### src/rtl/br_resolve_unit_if.sv
// Request/result bundle for br_resolve_unit. The master side issues branches and consumes results.
// The slave side is the resolve unit.
interface br_resolve_unit_if #(
    parameter int XLEN  = 32,
    parameter int CNT_W = 32
);
    logic             in_valid;
    logic             in_ready;
    logic [2:0]       br_sel;
    logic [XLEN-1:0]  op_a;
    logic [XLEN-1:0]  op_b;
    logic [XLEN-1:0]  pc;
    logic [XLEN-1:0]  target;
    logic             pred_taken;
    logic [XLEN-1:0]  pred_target;
    logic             out_valid;
    logic             out_ready;
    logic             taken;
    logic             mispredict;
    logic [XLEN-1:0]  redirect_pc;
    logic [CNT_W-1:0] cnt_branch;
    logic [CNT_W-1:0] cnt_mispred;

    modport master (
        output in_valid, br_sel, op_a, op_b, pc, target, pred_taken, pred_target, out_ready,
        input  in_ready, out_valid, taken, mispredict, redirect_pc, cnt_branch, cnt_mispred
    );

    modport slave (
        input  in_valid, br_sel, op_a, op_b, pc, target, pred_taken, pred_target, out_ready,
        output in_ready, out_valid, taken, mispredict, redirect_pc, cnt_branch, cnt_mispred
    );
endinterface

### src/rtl/br_resolve_unit.sv
// Branch resolution: evaluates the condition, checks the prediction, emits redirect PC and mispredict.
// Latency STAGES cycles with no stall; one op per cycle.
// Backpressure: ops collapse toward the output while out_ready=0; in_ready drops once all stages are full.
module br_resolve_unit #(
    parameter int XLEN   = 32,
    parameter int STAGES = 2,
    parameter int CNT_W  = 32
) (
    input  logic             clk,
    input  logic             rst_n,
    input  logic             flush,
    br_resolve_unit_if.slave bus
);

    generate
        if (STAGES < 1 || STAGES > 3) begin : g_bad_stages
            $error("br_resolve_unit: STAGES must be in 1..3");
        end
    endgenerate

    typedef struct packed {
        logic [2:0]      br_sel;
        logic            taken;
        logic [XLEN-1:0] pc;
        logic [XLEN-1:0] target;
        logic            pred_taken;
        logic [XLEN-1:0] pred_target;
    } stage_t;

    stage_t            in_dat;
    logic              cond_taken;
    stage_t            st_dat [STAGES];
    logic [STAGES-1:0] st_vld;
    logic [STAGES-1:0] st_rdy;
    stage_t            last_dat;
    logic              last_vld;
    logic              last_mis;
    logic              out_hs;
    logic [CNT_W-1:0]  cnt_br;
    logic [CNT_W-1:0]  cnt_mis;

    always_comb begin
        cond_taken = 1'b0;
        case (bus.br_sel)
            3'b001:  cond_taken = (bus.op_a == bus.op_b);
            3'b010:  cond_taken = (bus.op_a != bus.op_b);
            3'b011:  cond_taken = ($signed(bus.op_a) <  $signed(bus.op_b));
            3'b100:  cond_taken = ($signed(bus.op_a) >= $signed(bus.op_b));
            3'b101:  cond_taken = (bus.op_a <  bus.op_b);
            3'b110:  cond_taken = (bus.op_a >= bus.op_b);
            3'b111:  cond_taken = 1'b1;
            default: cond_taken = 1'b0;
        endcase
    end

    always_comb begin
        in_dat             = '0;
        in_dat.br_sel      = bus.br_sel;
        in_dat.taken       = cond_taken;
        in_dat.pc          = bus.pc;
        in_dat.target      = bus.target;
        in_dat.pred_taken  = bus.pred_taken;
        in_dat.pred_target = bus.pred_target;
    end

    // A stage can load iff some stage at or below it is empty, or the output drains this cycle.
    // Written without a stage-to-stage chain so each ready depends only on state and out_ready.
    always_comb begin
        st_rdy = '0;
        for (int i = 0; i < STAGES; i++) begin
            st_rdy[i] = bus.out_ready || (|(~st_vld >> i));
        end
    end

    always_ff @(posedge clk) begin
        if (!rst_n) begin
            st_vld  <= '0;
            cnt_br  <= '0;
            cnt_mis <= '0;
            for (int i = 0; i < STAGES; i++) begin
                st_dat[i] <= '0;
            end
        end else begin
            // A result consumed in a flush cycle still retires.
            if (out_hs && (last_dat.br_sel != 3'b000) && (cnt_br != {CNT_W{1'b1}})) begin
                cnt_br <= cnt_br + CNT_W'(1);
            end
            if (out_hs && last_mis && (cnt_mis != {CNT_W{1'b1}})) begin
                cnt_mis <= cnt_mis + CNT_W'(1);
            end

            if (st_rdy[0]) begin
                st_vld[0] <= bus.in_valid;
                if (bus.in_valid) begin
                    st_dat[0] <= in_dat;
                end
            end
            for (int i = 1; i < STAGES; i++) begin
                if (st_rdy[i]) begin
                    st_vld[i] <= st_vld[i-1];
                    if (st_vld[i-1]) begin
                        st_dat[i] <= st_dat[i-1];
                    end
                end
            end

            if (flush) begin
                st_vld <= '0;
            end
        end
    end

    assign last_dat = st_dat[STAGES-1];
    assign last_vld = st_vld[STAGES-1];
    assign out_hs   = last_vld && bus.out_ready;
    assign last_mis = (last_dat.taken != last_dat.pred_taken) ||
                      (last_dat.taken && (last_dat.pred_target != last_dat.target));

    // Result fields read as zero whenever no result is presented.
    assign bus.in_ready    = st_rdy[0];
    assign bus.out_valid   = last_vld;
    assign bus.taken       = last_vld && last_dat.taken;
    assign bus.mispredict  = last_vld && last_mis;
    assign bus.redirect_pc = !last_vld      ? '0 :
                             last_dat.taken ? last_dat.target : (last_dat.pc + XLEN'(4));
    assign bus.cnt_branch  = cnt_br;
    assign bus.cnt_mispred = cnt_mis;

endmodule
### src/flat_wrapper.sv
// flat-port wrapper written by rule: the top's interface ports become plain ports
module br_resolve_unit_flat 
#(
    parameter int XLEN   = 32,
    parameter int STAGES = 2,
    parameter int CNT_W  = 32
)
  (clk, rst_n, flush, bus_in_valid, bus_br_sel, bus_op_a, bus_op_b, bus_pc, bus_target, bus_pred_taken, bus_pred_target, bus_out_ready, bus_in_ready, bus_out_valid, bus_taken, bus_mispredict, bus_redirect_pc, bus_cnt_branch, bus_cnt_mispred);
  br_resolve_unit_if #(.XLEN(XLEN), .CNT_W(CNT_W)) bus_i ();
  input  logic clk;
  input  logic rst_n;
  input  logic flush;
  input wire logic [$bits(bus_i.in_valid)-1:0] bus_in_valid;
  input wire logic [$bits(bus_i.br_sel)-1:0] bus_br_sel;
  input wire logic [$bits(bus_i.op_a)-1:0] bus_op_a;
  input wire logic [$bits(bus_i.op_b)-1:0] bus_op_b;
  input wire logic [$bits(bus_i.pc)-1:0] bus_pc;
  input wire logic [$bits(bus_i.target)-1:0] bus_target;
  input wire logic [$bits(bus_i.pred_taken)-1:0] bus_pred_taken;
  input wire logic [$bits(bus_i.pred_target)-1:0] bus_pred_target;
  input wire logic [$bits(bus_i.out_ready)-1:0] bus_out_ready;
  output wire logic [$bits(bus_i.in_ready)-1:0] bus_in_ready;
  output wire logic [$bits(bus_i.out_valid)-1:0] bus_out_valid;
  output wire logic [$bits(bus_i.taken)-1:0] bus_taken;
  output wire logic [$bits(bus_i.mispredict)-1:0] bus_mispredict;
  output wire logic [$bits(bus_i.redirect_pc)-1:0] bus_redirect_pc;
  output wire logic [$bits(bus_i.cnt_branch)-1:0] bus_cnt_branch;
  output wire logic [$bits(bus_i.cnt_mispred)-1:0] bus_cnt_mispred;
  assign bus_i.in_valid = bus_in_valid;
  assign bus_i.br_sel = bus_br_sel;
  assign bus_i.op_a = bus_op_a;
  assign bus_i.op_b = bus_op_b;
  assign bus_i.pc = bus_pc;
  assign bus_i.target = bus_target;
  assign bus_i.pred_taken = bus_pred_taken;
  assign bus_i.pred_target = bus_pred_target;
  assign bus_i.out_ready = bus_out_ready;
  assign bus_in_ready = bus_i.in_ready;
  assign bus_out_valid = bus_i.out_valid;
  assign bus_taken = bus_i.taken;
  assign bus_mispredict = bus_i.mispredict;
  assign bus_redirect_pc = bus_i.redirect_pc;
  assign bus_cnt_branch = bus_i.cnt_branch;
  assign bus_cnt_mispred = bus_i.cnt_mispred;
  br_resolve_unit #(.XLEN(XLEN), .STAGES(STAGES), .CNT_W(CNT_W)) u_core (.clk(clk), .rst_n(rst_n), .flush(flush), .bus(bus_i));
endmodule
### config.mk
export PLATFORM = sky130hd
export DESIGN_NAME = br_resolve_unit_flat
export DESIGN_NICKNAME = d
export VERILOG_FILES = /design/src/rtl/br_resolve_unit_if.sv /design/src/rtl/br_resolve_unit.sv /design/src/flat_wrapper.sv
export SDC_FILE = /design/constraint.sdc
export NUM_CORES = 1
export LEC_CHECK = 0
export CAP_MARGIN = 25
export CORE_MARGIN = 2
export CORE_UTILIZATION = 47
export DETAILED_ROUTE_END_ITERATION = 12
export PLACE_DENSITY = 0.85
export SLEW_MARGIN = 15
export SYNTH_ARGS = -nofsm -noshare
export SYNTH_HDL_FRONTEND = slang
export SYNTH_SLANG_ARGS = --single-unit
### constraint.sdc
create_clock -name clk -period 9.8 [get_ports clk]
set_clock_uncertainty 0.15 [all_clocks]
set_input_delay 1.47 -clock clk [delete_from_list [all_inputs] [get_ports clk]]
set_output_delay 1.47 -clock clk [all_outputs]
set_load 0.005 [all_outputs]
-- Word-level counts from Yosys, hierarchy flattened
Memory sizes are Yosys's and may differ from the RTL's.
Cells that the tools add are included.
- bits in registers: 66
- bits in writable memories: 202
- input bits: 169
- output and inout bits: 100
- logic and storage cells: 57
- memories kept: 1
- memory list (name ; depth ; width ; read ports ; clocked after Yosys merged registers in ; write ports ; RTL line ; RTL):
    u_core.st_dat ; 2 ; 101 ; 2 ; 0 ; 2 ; br_resolve_unit.sv:32 ; stage_t st_dat [STAGES];
- $add $sub $neg: 3
- magnitude comparators: 4
- equal/unequal tests: 13
- mux-type cells: 14
- bitwise operators: 4
- reduce and logical (&&, ||, !) cells: 14
- operator list (kind ; number):
    $mux W101 ; 2
    $add A32 B1 Y32 const B ; 2
    $ge A32 B32 Y1 ; 2
    $lt A32 B32 Y1 ; 2
    $mux W32 ; 2
    $ne A32 B32 Y1 ; 2
    $ne A32 B32 Y1 const B ; 2
    $add A32 B3 Y32 const B ; 1
    $eq A32 B32 Y1 ; 1
    $eq A3 B3 Y1 const B ; 4
    $mux W1 ; 9
    $logic_and A1 B1 Y1 ; 8
    $pmux W1 S7 ; 1
    $eq A3 B2 Y1 const B ; 2
    $reduce_or A2 Y1 ; 2
    $eq A3 B1 Y1 const B ; 1
    $logic_or A1 B1 Y1 ; 3
    $reduce_bool A3 Y1 ; 1
    $not A2 Y2 ; 1
    $or A1 B1 Y1 ; 2
    $ne A1 B1 Y1 ; 1
    $not A1 Y1 ; 1

-- Logic depth before layout (Yosys ltp)
Gate-level depths: netlist of the first run.
- depth in word-level cells: 7
- gate-level depth with buffers: 9

-- Worst setup path after synthesis of the first run
OpenSTA, ideal clock, no wires.
- kind: input-to-reg
- start: in bus_out_ready
- end: mem u_core.st_dat[0][101] in the netlist's numbering (enable)
- arrival time: 8609 ps
- required time: 8950 ps
- setup slack: 340 ps
- cell stages on the path: 2
- buffers on the path: 0
- path through: nor2b_1 o21ai_0
- RTL lines (what ; RTL line ; RTL):
    from (decl) ; flat_wrapper.sv:21 ; input wire logic [$bits(bus_i.out_ready)-1:0] bus_out_ready;
    to (decl) ; br_resolve_unit.sv:32 ;

==> impl_metrics.csv, run 1 <==
group,metric,value,unit
outcome,status,"complete, no violations",
critical_path,cp_data_required_time,8.18,ns
floorplan,die_area,28600,µm²
critical_path,critPathBufInv,1,
floorplan,core,26900,µm²
global_routing,grt_antenna_before_repair,0,
timing,finalSetupViolCount,0,
timing,rsz0062_at_grt,"no",
clocking,post-cts-setup-buffer-count,0,
placement,gp_congestion,0.871,
layout,utilization,62.4,%
drt,drtAntennaViolNets,0,
layout,final_cell_mix,"268 x clkdlybuf4s50_1, 221 x and2_1, 202 x edfxtp_1",
critical_path,crit_cells,8,
clocking,cts_resized,0,
drt,wl,29.7,mm
drt,drc_errors,0,
drt,routedWlPerCell,16.9,µm
clocking,clk_path_buf_depth,3,
critical_path,path_cells,"ha_1 > nand3_1 > or2_2 > nor4_1 > nand3_1 > xor2_1 > a21oi_1 > clkdlybuf4s50_1",
clocking,clock_latency,0.55,ns
yosys,yosys_warnings,0,
timing,fin_crit,5.02,ns
clocking,clock-sinks,268,
timing,max-slew-margin-rel,37.0,%
layout,diodes,0,
clocking,cts_buffers,27,
placement,dp_hpwl,21.8,mm
global_routing,grt_pass1_wl,45.9,mm
global_routing,overflow,0,
global_routing,grt_usage,20.2,%
pwr,ir_drop,0.000111,V
timing,min_period_over_period,51.2,%
critical_path,reg2regPathDepth,7,
placement,dp_cells,1710,
timing,postLayoutSetupSlackWorst,4.78,ns
timing,drv_slew,0,
placement,dpl-instance-area,15800,µm²
yosys,synth_flop_cell,"edfxtp_1",
layout,nets,1604,
layout,multi_input_area,5090,µm²
placement,port_buffers,268,
drt,drt_iter0_markers,755,
timing,worstMarginPinSlew,0.945,ns
critical_path,critical_path_arrival,3.40,ns
clocking,clkTransAtPathRegs,0.06,ns
layout,layout.cells.non_filler,1761,
hold_path,hold_class,"reg2reg",
drt,vias_per_cell,5.30,
floorplan,die_height,169,µm
layout,fin_area,16800,µm²
yosys,syn_avg_cell_area,11.2,µm²
pwr,p_per_area,153,nW/µm²
critical_path,crit_top_cell,"nand3_1",
yosys,synth_edf_count,202,
timing,hold_viol_final,0,
yosys,ys_ff_latch,268,
yosys,syn_inst,1143,
layout,area_delta_synth_final,30.9,%
floorplan,io_pins,269,
hold_path,hold_depth,2,
flow_run,maxCapViolCount,0,
critical_path,start_kind,"flip-flop",
clocking,tritoncts,"yes",
pwr,p_total,2.56,mW
layout,seqCellArea,7390,µm²
drt,dr.pass1.iters,6,
critical_path,crit_fanout,4,
clocking,cts.htree.levels,1,
timing,whs,0.342,ns
global_routing,grt_max_degree,158,
floorplan,rows,60,
floorplan,die_w,169,µm
drt,vias,9330,
layout,drive_gt1_share,4.30,%
yosys,async_flop_share,0,%
clocking,cts_hold_buf,0,
layout,final_common_cell,"clkdlybuf4s50_1",
placement,pre_cts_slack,4.94,ns
yosys,synth_nets,1347,
layout,nFillCells,2082,
yosys,synth.distinct_cells,54,
yosys,synth_area,12800,µm²
global_routing,grt_pass1_vias,9090,
critical_path,crit_type,"reg2out",
critical_path,critPathCaptureType,"output pin",
pwr,leakage,6.40,nW
timing,max_freq,199,MHz
yosys,ys_seq_area_share,57.6,%
critical_path,cp_slowest_cell,"nor4_1",
timing,setup_tns,0,ns
critical_path,slowest_delay,0.61,ns
critical_path,critPathTopFamily,"simple AND/OR/NAND/NOR gates",
floorplan,start_util,47.7,%
clocking,cts_root_buf,"clkbuf_16",
## kinds of logic (layout without fill, tap and decap cells)
| logic type | after synthesis | after routing | synth area share, % |
|---|---|---|---|
| xor+xnor | 93 | 93 | 6.36 |
| simple gates | 520 | 520 | 23.0 |
| mux | 14 | 14 | 1.10 |
| flops | 268 | 268 | 57.6 |
| compound gates | 120 | 120 | 5.66 |
| fa+ha+maj | 35 | 35 | 3.42 |
| buf+inv | 93 | 370 | 2.85 |
## path summary, 6_finish.rpt
check / end / slack [ns] / startpoint
worst max-delay path: bus_redirect_pc[26] / 4.78 / u_core.st_dat[0][168]$_SDFFCE_PN0P_
worst min-delay path: u_core.bus.cnt_branch[15]$_SDFFE_PN0P_ / 0.34 / u_core.bus.cnt_branch[15]$_SDFFE_PN0P_
worst max register to register: u_core.bus.cnt_mispred[1]$_SDFFE_PN0P_ / 6.55 / u_core.st_dat[0][149]$_SDFFCE_PN0P_
worst min register to register: u_core.bus.cnt_branch[15]$_SDFFE_PN0P_ / 0.34 / u_core.bus.cnt_branch[15]$_SDFFE_PN0P_
## metal layers
metal / GRT usage [%] / up-vias / share of wire, %
met5: 0 / - / 0
met4: 5.87 / 0 / 2.6
met3: 2.90 / 49 / 6.1
met2: 35.9 / 346 / 50
met1: 25.6 / 4410 / 42
li1: - / 4525 / -
## synthesized netlist by cell type (7+ instances only)
| cell type | instances | area [µm²] |
|---|---|---|
| nand2_1 | 68 | 255 |
| dfxtp_1 | 66 | 1320 |
| nor2_1 | 56 | 210 |
| nor3_1 | 14 | 70.1 |
| nor4_1 | 16 | 100 |
| xor2_1 | 63 | 552 |
| clkbuf_1 | 43 | 161 |
| nand2b_1 | 11 | 68.8 |
| ha_1 | 35 | 438 |
| nand4_1 | 30 | 188 |
| o21ai_0 | 43 | 215 |
| edfxtp_1 | 202 | 6070 |
| o211a_1 | 9 | 90.1 |
| and2_1 | 221 | 1380 |
| inv_1 | 42 | 158 |
| nand3_1 | 49 | 245 |
| nor2b_1 | 7 | 43.8 |
| and4_1 | 11 | 96.3 |
| or3_1 | 15 | 93.8 |
| and3_1 | 9 | 56.3 |
| mux2i_1 | 13 | 130 |
| a21oi_1 | 41 | 205 |
| xnor2_1 | 30 | 263 |
## report_power, final
part / switching, mW / internal, mW / total [mW]
Combinational: 0.0940 / 0.112 / 0.206
Sequential: 0.0273 / 1.28 / 1.31
Clock: 0.432 / 0.614 / 1.05
## worst reg2reg max path: stages (launching register included)
cell,delay (ns)
edfxtp_1,0.47
xor2_1,0.20
nor4_1,0.44
nand4_1,0.17
or4_1,0.81
nand2_1,0.57
mux2i_1,0.24
nor2_1,0.05
## final cells by class
class                      count  area share [%]
clock buffer                  34            4.62
sequential                   268            44.0
tap                          341            2.54
multi-input combinational    782            30.3
timing repair buffer         277            16.6
inverter                      44           0.985
clock inverter                15           0.843
## sequential cells by signal, indices dropped and copies added, names as in the netlist
signal	flops
u_core.bus.cnt_branch	32
u_core.st_dat	202
u_core.st_vld	2
u_core.bus.cnt_mispred	32
Power figures use the tool's default switching activity.
==> inputs of run 2 (changes only) <==
--- a/config.mk
+++ b/config.mk
@@ -7,9 +7,9 @@
 export LEC_CHECK = 0
 export CAP_MARGIN = 25
 export CORE_MARGIN = 2
-export CORE_UTILIZATION = 47
+export CORE_UTILIZATION = 50
 export DETAILED_ROUTE_END_ITERATION = 12
-export PLACE_DENSITY = 0.85
+export PLACE_DENSITY = 0.86
 export SLEW_MARGIN = 15
 export SYNTH_ARGS = -nofsm -noshare
 export SYNTH_HDL_FRONTEND = slang
==> constraint.sdc (replaced) <==
create_clock -name clk -period 4.7 [get_ports clk]
set_clock_uncertainty 0.15 [all_clocks]
set_input_delay 0.705 -clock clk [delete_from_list [all_inputs] [get_ports clk]]
set_output_delay 0.705 -clock clk [all_outputs]
set_load 0.005 [all_outputs]
==> run 2 against run 1 <==
- critical path depth did not move
- cell count fell by 0.23%
- total power rose by 110%
- clock power rose by 120%
- die area fell by 5.9%
- largest cell class unchanged
==> impl_metrics.csv, run 2 (same netlist as run 1, synthesis figures left out) <==
group,metric,value,unit
outcome,status,"complete, no violations",
floorplan,rows,58,
floorplan,die_area,26900,µm²
timing,fin_crit,4.16,ns
clocking,tritoncts,"yes",
global_routing,overflow,0,
layout,fin_area,16800,µm²
critical_path,critical_path_arrival,3.31,ns
flow_run,maxCapViolCount,0,
critical_path,ff2ff_setup_slack,1.51,ns
floorplan,core,25200,µm²
global_routing,grt_max_degree,104,
clocking,cts_buffers,28,
timing,setup_tns,0,ns
floorplan,io_pins,269,
layout,drive_gt1_share,4.56,%
placement,port_buffers,268,
placement,pre_cts_slack,0.960,ns
critical_path,slowest_delay,0.56,ns
layout,nets,1608,
timing,finalSetupViolCount,0,
critical_path,crit_fanout,4,
critical_path,regToRegStartpoint,"u_core.st_dat[0][198]$_SDFFCE_PN0P_",
pwr,p_total,5.47,mW
pwr,ir_drop,0.000251,V
clocking,clkTransAtPathRegs,0.06,ns
layout,seqCellArea,7390,µm²
timing,drv_slew,0,
timing,max-slew-margin-rel,43.2,%
clocking,post-cts-setup-buffer-count,0,
clocking,clock-sinks,268,
drt,vias,9545,
pwr,intPower,4.29,mW
placement,dp_cells,1703,
placement,gp_congestion,0.861,
drt,wl,30.9,mm
critical_path,crit_top_cell,"nand3_1",
clocking,cts_hold_buf,0,
placement,dpl-instance-area,15800,µm²
layout,final_common_cell,"clkdlybuf4s50_1",
critical_path,start_kind,"flip-flop",
global_routing,grt_usage,22.6,%
global_routing,grt_pass1_vias,9424,
hold_path,hp-start,"u_core.bus.cnt_mispred[31]$_SDFFE_PN0P_",
critical_path,critPathTopFamily,"simple AND/OR/NAND/NOR gates",
pwr,swShare,21.5,%
critical_path,path_cells,"ha_1 > nand3_1 > or2_2 > nor4_1 > nand3_1 > xor2_1 > a21oi_1 > clkdlybuf4s50_1",
critical_path,reg2regPathDepth,7,
drt,dr.pass1.iters,6,
drt,drtAntennaViolNets,0,
layout,multi_input_area,5090,µm²
clocking,clock_latency,0.55,ns
critical_path,reg2reg_to,"u_core.bus.cnt_mispred[14]$_SDFFE_PN0P_",
timing,hold_viol_final,0,
timing,postLayoutSetupSlackWorst,0.536,ns
critical_path,cp_data_required_time,3.85,ns
critical_path,crit_type,"reg2out",
global_routing,grt_antenna_before_repair,0,
clocking,cts.htree.levels,1,
layout,final_cell_mix,"268 x clkdlybuf4s50_1, 221 x and2_1, 202 x edfxtp_1",
layout,layout.cells.non_filler,1757,
drt,vias_per_cell,5.43,
layout,nFillCells,1788,
drt,routedWlPerCell,17.6,µm
timing,max_freq,240,MHz
timing,rsz0062_at_grt,"no",
pwr,leakage,6.40,nW
timing,min_period_over_period,88.6,%
critical_path,cp_slowest_cell,"nor4_1",
pwr,p_per_area,325,nW/µm²
hold_path,hold_depth,2,
pwr,pwr-share-seq,50.1,%
pwr,p_sw,1.18,mW
clocking,cts_resized,0,
pwr,p_clk_share,42.1,%
floorplan,start_util,50.9,%
drt,drc_errors,0,
layout,area_delta_synth_final,31.3,%
floorplan,die_w,164,µm
drt,drt_iter0_markers,962,
critical_path,critPathCaptureType,"output pin",
pwr,combinationalPowerShare,7.8,%
layout,largest-register,"u_core.st_dat",
critical_path,critPathBufInv,1,
placement,dp_hpwl,22.6,mm
global_routing,grt_pass1_wl,47.9,mm
clocking,cts_root_buf,"clkbuf_16",
clocking,clk_path_buf_depth,3,
hold_path,hold_class,"reg2reg",
layout,largest_reg_flops,202,
floorplan,die_height,164,µm
timing,worstMarginPinSlew,0.849,ns
hold_path,whs_endpoint,"u_core.bus.cnt_mispred[31]$_SDFFE_PN0P_",
==> run 2: through the flow <==
step                      utilization (%)  hold WS [ns]
after CTS                            66.7         0.346
after floorplan                         -         0.314
after detailed placement             62.9         0.337
final                                66.8         0.344
after global placement               62.9         0.324
after global routing                 66.8         0.365
==> run 2: metal layers <==
metal | track usage, % | routed length, µm
met5 | 0 | 0
met4 | 7.26 | 933
met3 | 3.46 | 2080
met2 | 40.1 | 15700
met1 | 28.4 | 12200
==> run 2: area by class of cell <==
| cell class | instances | area share (%) |
|---|---|---|
| clock inverter | 18 | 1.46 |
| sequential | 268 | 43.9 |
| clock buffer | 34 | 4.30 |
| timing repair buffer | 280 | 16.7 |
| inverter | 44 | 0.981 |
| tap | 330 | 2.45 |
| antenna | 1 | 0.0149 |
| multi-input combinational | 782 | 30.2 |
==> run 2: power groups by stage <==
| stage | logic [mW] | registers, mW | clock network, mW |
|---|---|---|---|
| 2_1_floorplan | 0.212 | 2.76 | 0 |
| 3_3_place_gp | 0.411 | 2.78 | 0 |
| 3_5_place_dp | 0.426 | 2.79 | 0 |
| 4_1_cts | 0.431 | 2.74 | 2.32 |
| 5_1_grt | 0.473 | 2.75 | 2.42 |
| 6_report | 0.429 | 2.74 | 2.30 |
==> run 2: how the worst max path moves through the flow <==
stage                                         from                            endpoint  cells past startpoint
6_report       u_core.st_dat[0][168]$_SDFFCE_PN0P_                 bus_redirect_pc[26]                      8
5_1_grt        u_core.st_dat[0][168]$_SDFFCE_PN0P_                 bus_redirect_pc[26]                      8
4_1_cts        u_core.st_dat[0][141]$_SDFFCE_PN0P_                      bus_mispredict                      6
3_5_place_dp                         bus_out_ready  u_core.st_dat[0][97]$_SDFFCE_PN0P_                      8
3_3_place_gp                         bus_out_ready  u_core.st_dat[0][97]$_SDFFCE_PN0P_                      8
2_1_floorplan                                rst_n   u_core.st_dat[0][0]$_SDFFCE_PN0P_                      4
==> run 2: worst min-delay path, delay by kind of cell, from the launching register on <==
kind | cells | cell delay [ns]
compound gates | 2 | 0.13
flops | 1 | 0.32
==> inputs of run 3 (changes only) <==
--- a/config.mk
+++ b/config.mk
@@ -10,6 +10,7 @@
 export CORE_UTILIZATION = 50
 export DETAILED_ROUTE_END_ITERATION = 12
 export PLACE_DENSITY = 0.86
+export RECOVER_POWER = 100
 export SLEW_MARGIN = 15
 export SYNTH_ARGS = -nofsm -noshare
 export SYNTH_HDL_FRONTEND = slang
==> run 3 against run 2 <==
- the flow now finishes with violations (capacitance limit, slew limit)
- sequential power is essentially flat
- register-to-register slack lost 0.22 ns
- total power shrank 0.16%
- highest routed layer unchanged
- flip-flop and latch count is the same
- count of clock-buffer cells in the layout is the same
- sequential share of layout area grew 0.17 points
==> impl_metrics.csv, run 3 (same netlist as run 1, synthesis figures left out) <==
group,metric,value,unit
placement,pre_cts_slack,0.960,ns
pwr,ir_drop,0.000248,V
critical_path,cp_data_required_time,3.85,ns
global_routing,overflow,0,
clocking,cts_resized,0,
drt,wl,30.8,mm
global_routing,grt_usage,22.6,%
layout,largest_reg_flops,202,
critical_path,crit_top_cell,"nand3_1",
flow_run,maxCapViolCount,2,
floorplan,rows,58,
outcome,failed_checks,"capacitance limit, slew limit",
floorplan,io_pins,269,
pwr,pwr-share-seq,50.2,%
critical_path,slowest_delay,0.63,ns
clocking,clk_path_buf_depth,3,
critical_path,start_kind,"flip-flop",
global_routing,grt_pass1_vias,9424,
timing,fin_crit,4.22,ns
hold_path,hold_class,"reg2reg",
critical_path,critical_path_arrival,3.37,ns
placement,gp_congestion,0.861,
timing,rsz0062_at_grt,"no",
critical_path,path_cells,"ha_1 > nand3_1 > or2_2 > nor4_1 > nand3_1 > xor2_1 > a21oi_1 > dlygate4sd3_1",
clocking,tritoncts,"yes",
placement,port_buffers,268,
timing,hold_viol_final,0,
layout,largest-register,"u_core.st_dat",
layout,area_delta_synth_final,30.8,%
timing,min_period_over_period,89.8,%
timing,setup_tns,0,ns
critical_path,critPathTopFamily,"simple AND/OR/NAND/NOR gates",
pwr,p_per_area,326,nW/µm²
critical_path,crit_type,"reg2out",
critical_path,critPathCaptureType,"output pin",
pwr,leakage,6.55,nW
pwr,p_clk_share,42.1,%
floorplan,core,25200,µm²
timing,worstMarginPinSlew,2.22,ns
timing,drv_slew,74,
timing,max_freq,237,MHz
layout,multi_input_area,5060,µm²
pwr,p_sw,1.18,mW
global_routing,grt_max_degree,104,
floorplan,die_height,164,µm
drt,drtAntennaViolNets,0,
layout,seqCellArea,7390,µm²
clocking,clock-sinks,268,
pwr,combinationalPowerShare,7.7,%
placement,dp_hpwl,22.6,mm
clocking,cts.htree.levels,1,
clocking,post-cts-setup-buffer-count,0,
critical_path,critPathBufInv,1,
drt,vias,9558,
floorplan,start_util,50.9,%
clocking,cts_hold_buf,0,
pwr,swShare,21.5,%
critical_path,cp_slowest_cell,"dlygate4sd3_1",
outcome,status,"finished with violations",
clocking,clkTransAtPathRegs,0.06,ns
clocking,cts_buffers,28,
floorplan,die_area,26900,µm²
drt,routedWlPerCell,17.5,µm
critical_path,crit_fanout,4,
timing,postLayoutSetupSlackWorst,0.478,ns
layout,final_common_cell,"edfxtp_1",
layout,diodes,0,
global_routing,grt_antenna_before_repair,0,
layout,final_cell_mix,"202 x edfxtp_1, 181 x clkdlybuf4s50_1, 133 x and2_0",
timing,max-slew-margin-rel,-49.0,%
drt,vias_per_cell,5.44,
timing,finalSetupViolCount,0,
clocking,clock_latency,0.55,ns
layout,nFillCells,1800,
floorplan,die_w,164,µm
pwr,intPower,4.28,mW
layout,drive_gt1_share,3.86,%
drt,dr.pass1.iters,8,
layout,nets,1608,
global_routing,grt_pass1_wl,47.9,mm
drt,drc_errors,0,
drt,drt_iter0_markers,929,
clocking,cts_root_buf,"clkbuf_16",
-- run 3: changes by cell type in the layout (fill, tap and decap cells not counted), moves of 2 or more --
cell and delta:
dlygate4sd3_1 +87, and2_0 +133, clkbuf_1 +5, and2_1 -133, buf_4 -7, clkdlybuf4s50_1 -87, clkbuf_2 +2
-- run 3: power groups by stage --
stage	Clock [mW]	Combinational, mW	Sequential, mW
2_1_floorplan	0	0.212	2.76
3_3_place_gp	0	0.411	2.78
5_1_grt	2.42	0.464	2.75
4_1_cts	2.32	0.431	2.74
6_report	2.30	0.421	2.74
3_5_place_dp	0	0.426	2.79
-- run 3: worst paths after layout --
check / start / end / slack, ns / depth (start not counted)
setup / recovery: u_core.st_dat[0][168]$_SDFFCE_PN0P_ / bus_redirect_pc[26] / 0.48 / 8
hold / removal: u_core.bus.cnt_mispred[31]$_SDFFE_PN0P_ / u_core.bus.cnt_mispred[31]$_SDFFE_PN0P_ / 0.34 / 2
setup reg to reg: u_core.st_vld[1]$_SDFFE_PP0N_ / u_core.st_dat[0][97]$_SDFFCE_PN0P_ / 1.29 / 7
hold reg to reg: u_core.bus.cnt_mispred[31]$_SDFFE_PN0P_ / u_core.bus.cnt_mispred[31]$_SDFFE_PN0P_ / 0.34 / 2
-- run 3: through the flow --
| stage | std cells | cell area [µm²] | util (%) | hold slack, ns | power (mW) |
|---|---|---|---|---|---|
| global placement | 1703 | 15800 | 62.9 | 0.324 | 3.20 |
| global route | 1756 | 16800 | 66.6 | 0.362 | 5.63 |
| detailed placement | 1703 | 15800 | 62.9 | 0.337 | 3.22 |
| CTS | 1755 | 16800 | 66.7 | 0.346 | 5.49 |
| floorplan | 1143 | 12800 | - | 0.314 | 2.98 |
| finish | 1756 | 16800 | 66.6 | 0.341 | 5.46 |
-- run 3: cell type report --
type | instances | share of cell area [%]
Tap cell | 330 | 2.46
Clock buffer | 34 | 4.31
Clock inverter | 18 | 1.46
Sequential cell | 268 | 44.1
Timing Repair Buffer | 280 | 16.5
Inverter | 44 | 0.985
Multi-Input combinational cell | 782 | 30.2
-- run 3: worst min-delay path, stage by stage, from the launching register on --
cell and delay, ns:
dfxtp_1 0.32, o21ai_0 0.07, a21oi_1 0.06
-- run 3: layer usage --
layer  vias up  GRT usage (%)  share of wire [%]  routed length, µm
li1       4536              -                  -                  -
met1      4532           28.4                 40              12200
met2       427           40.1                 51              15700
met3        63           3.46                6.5               1990
met4         0           7.26                2.9                886
met5         -              0                  0                  0
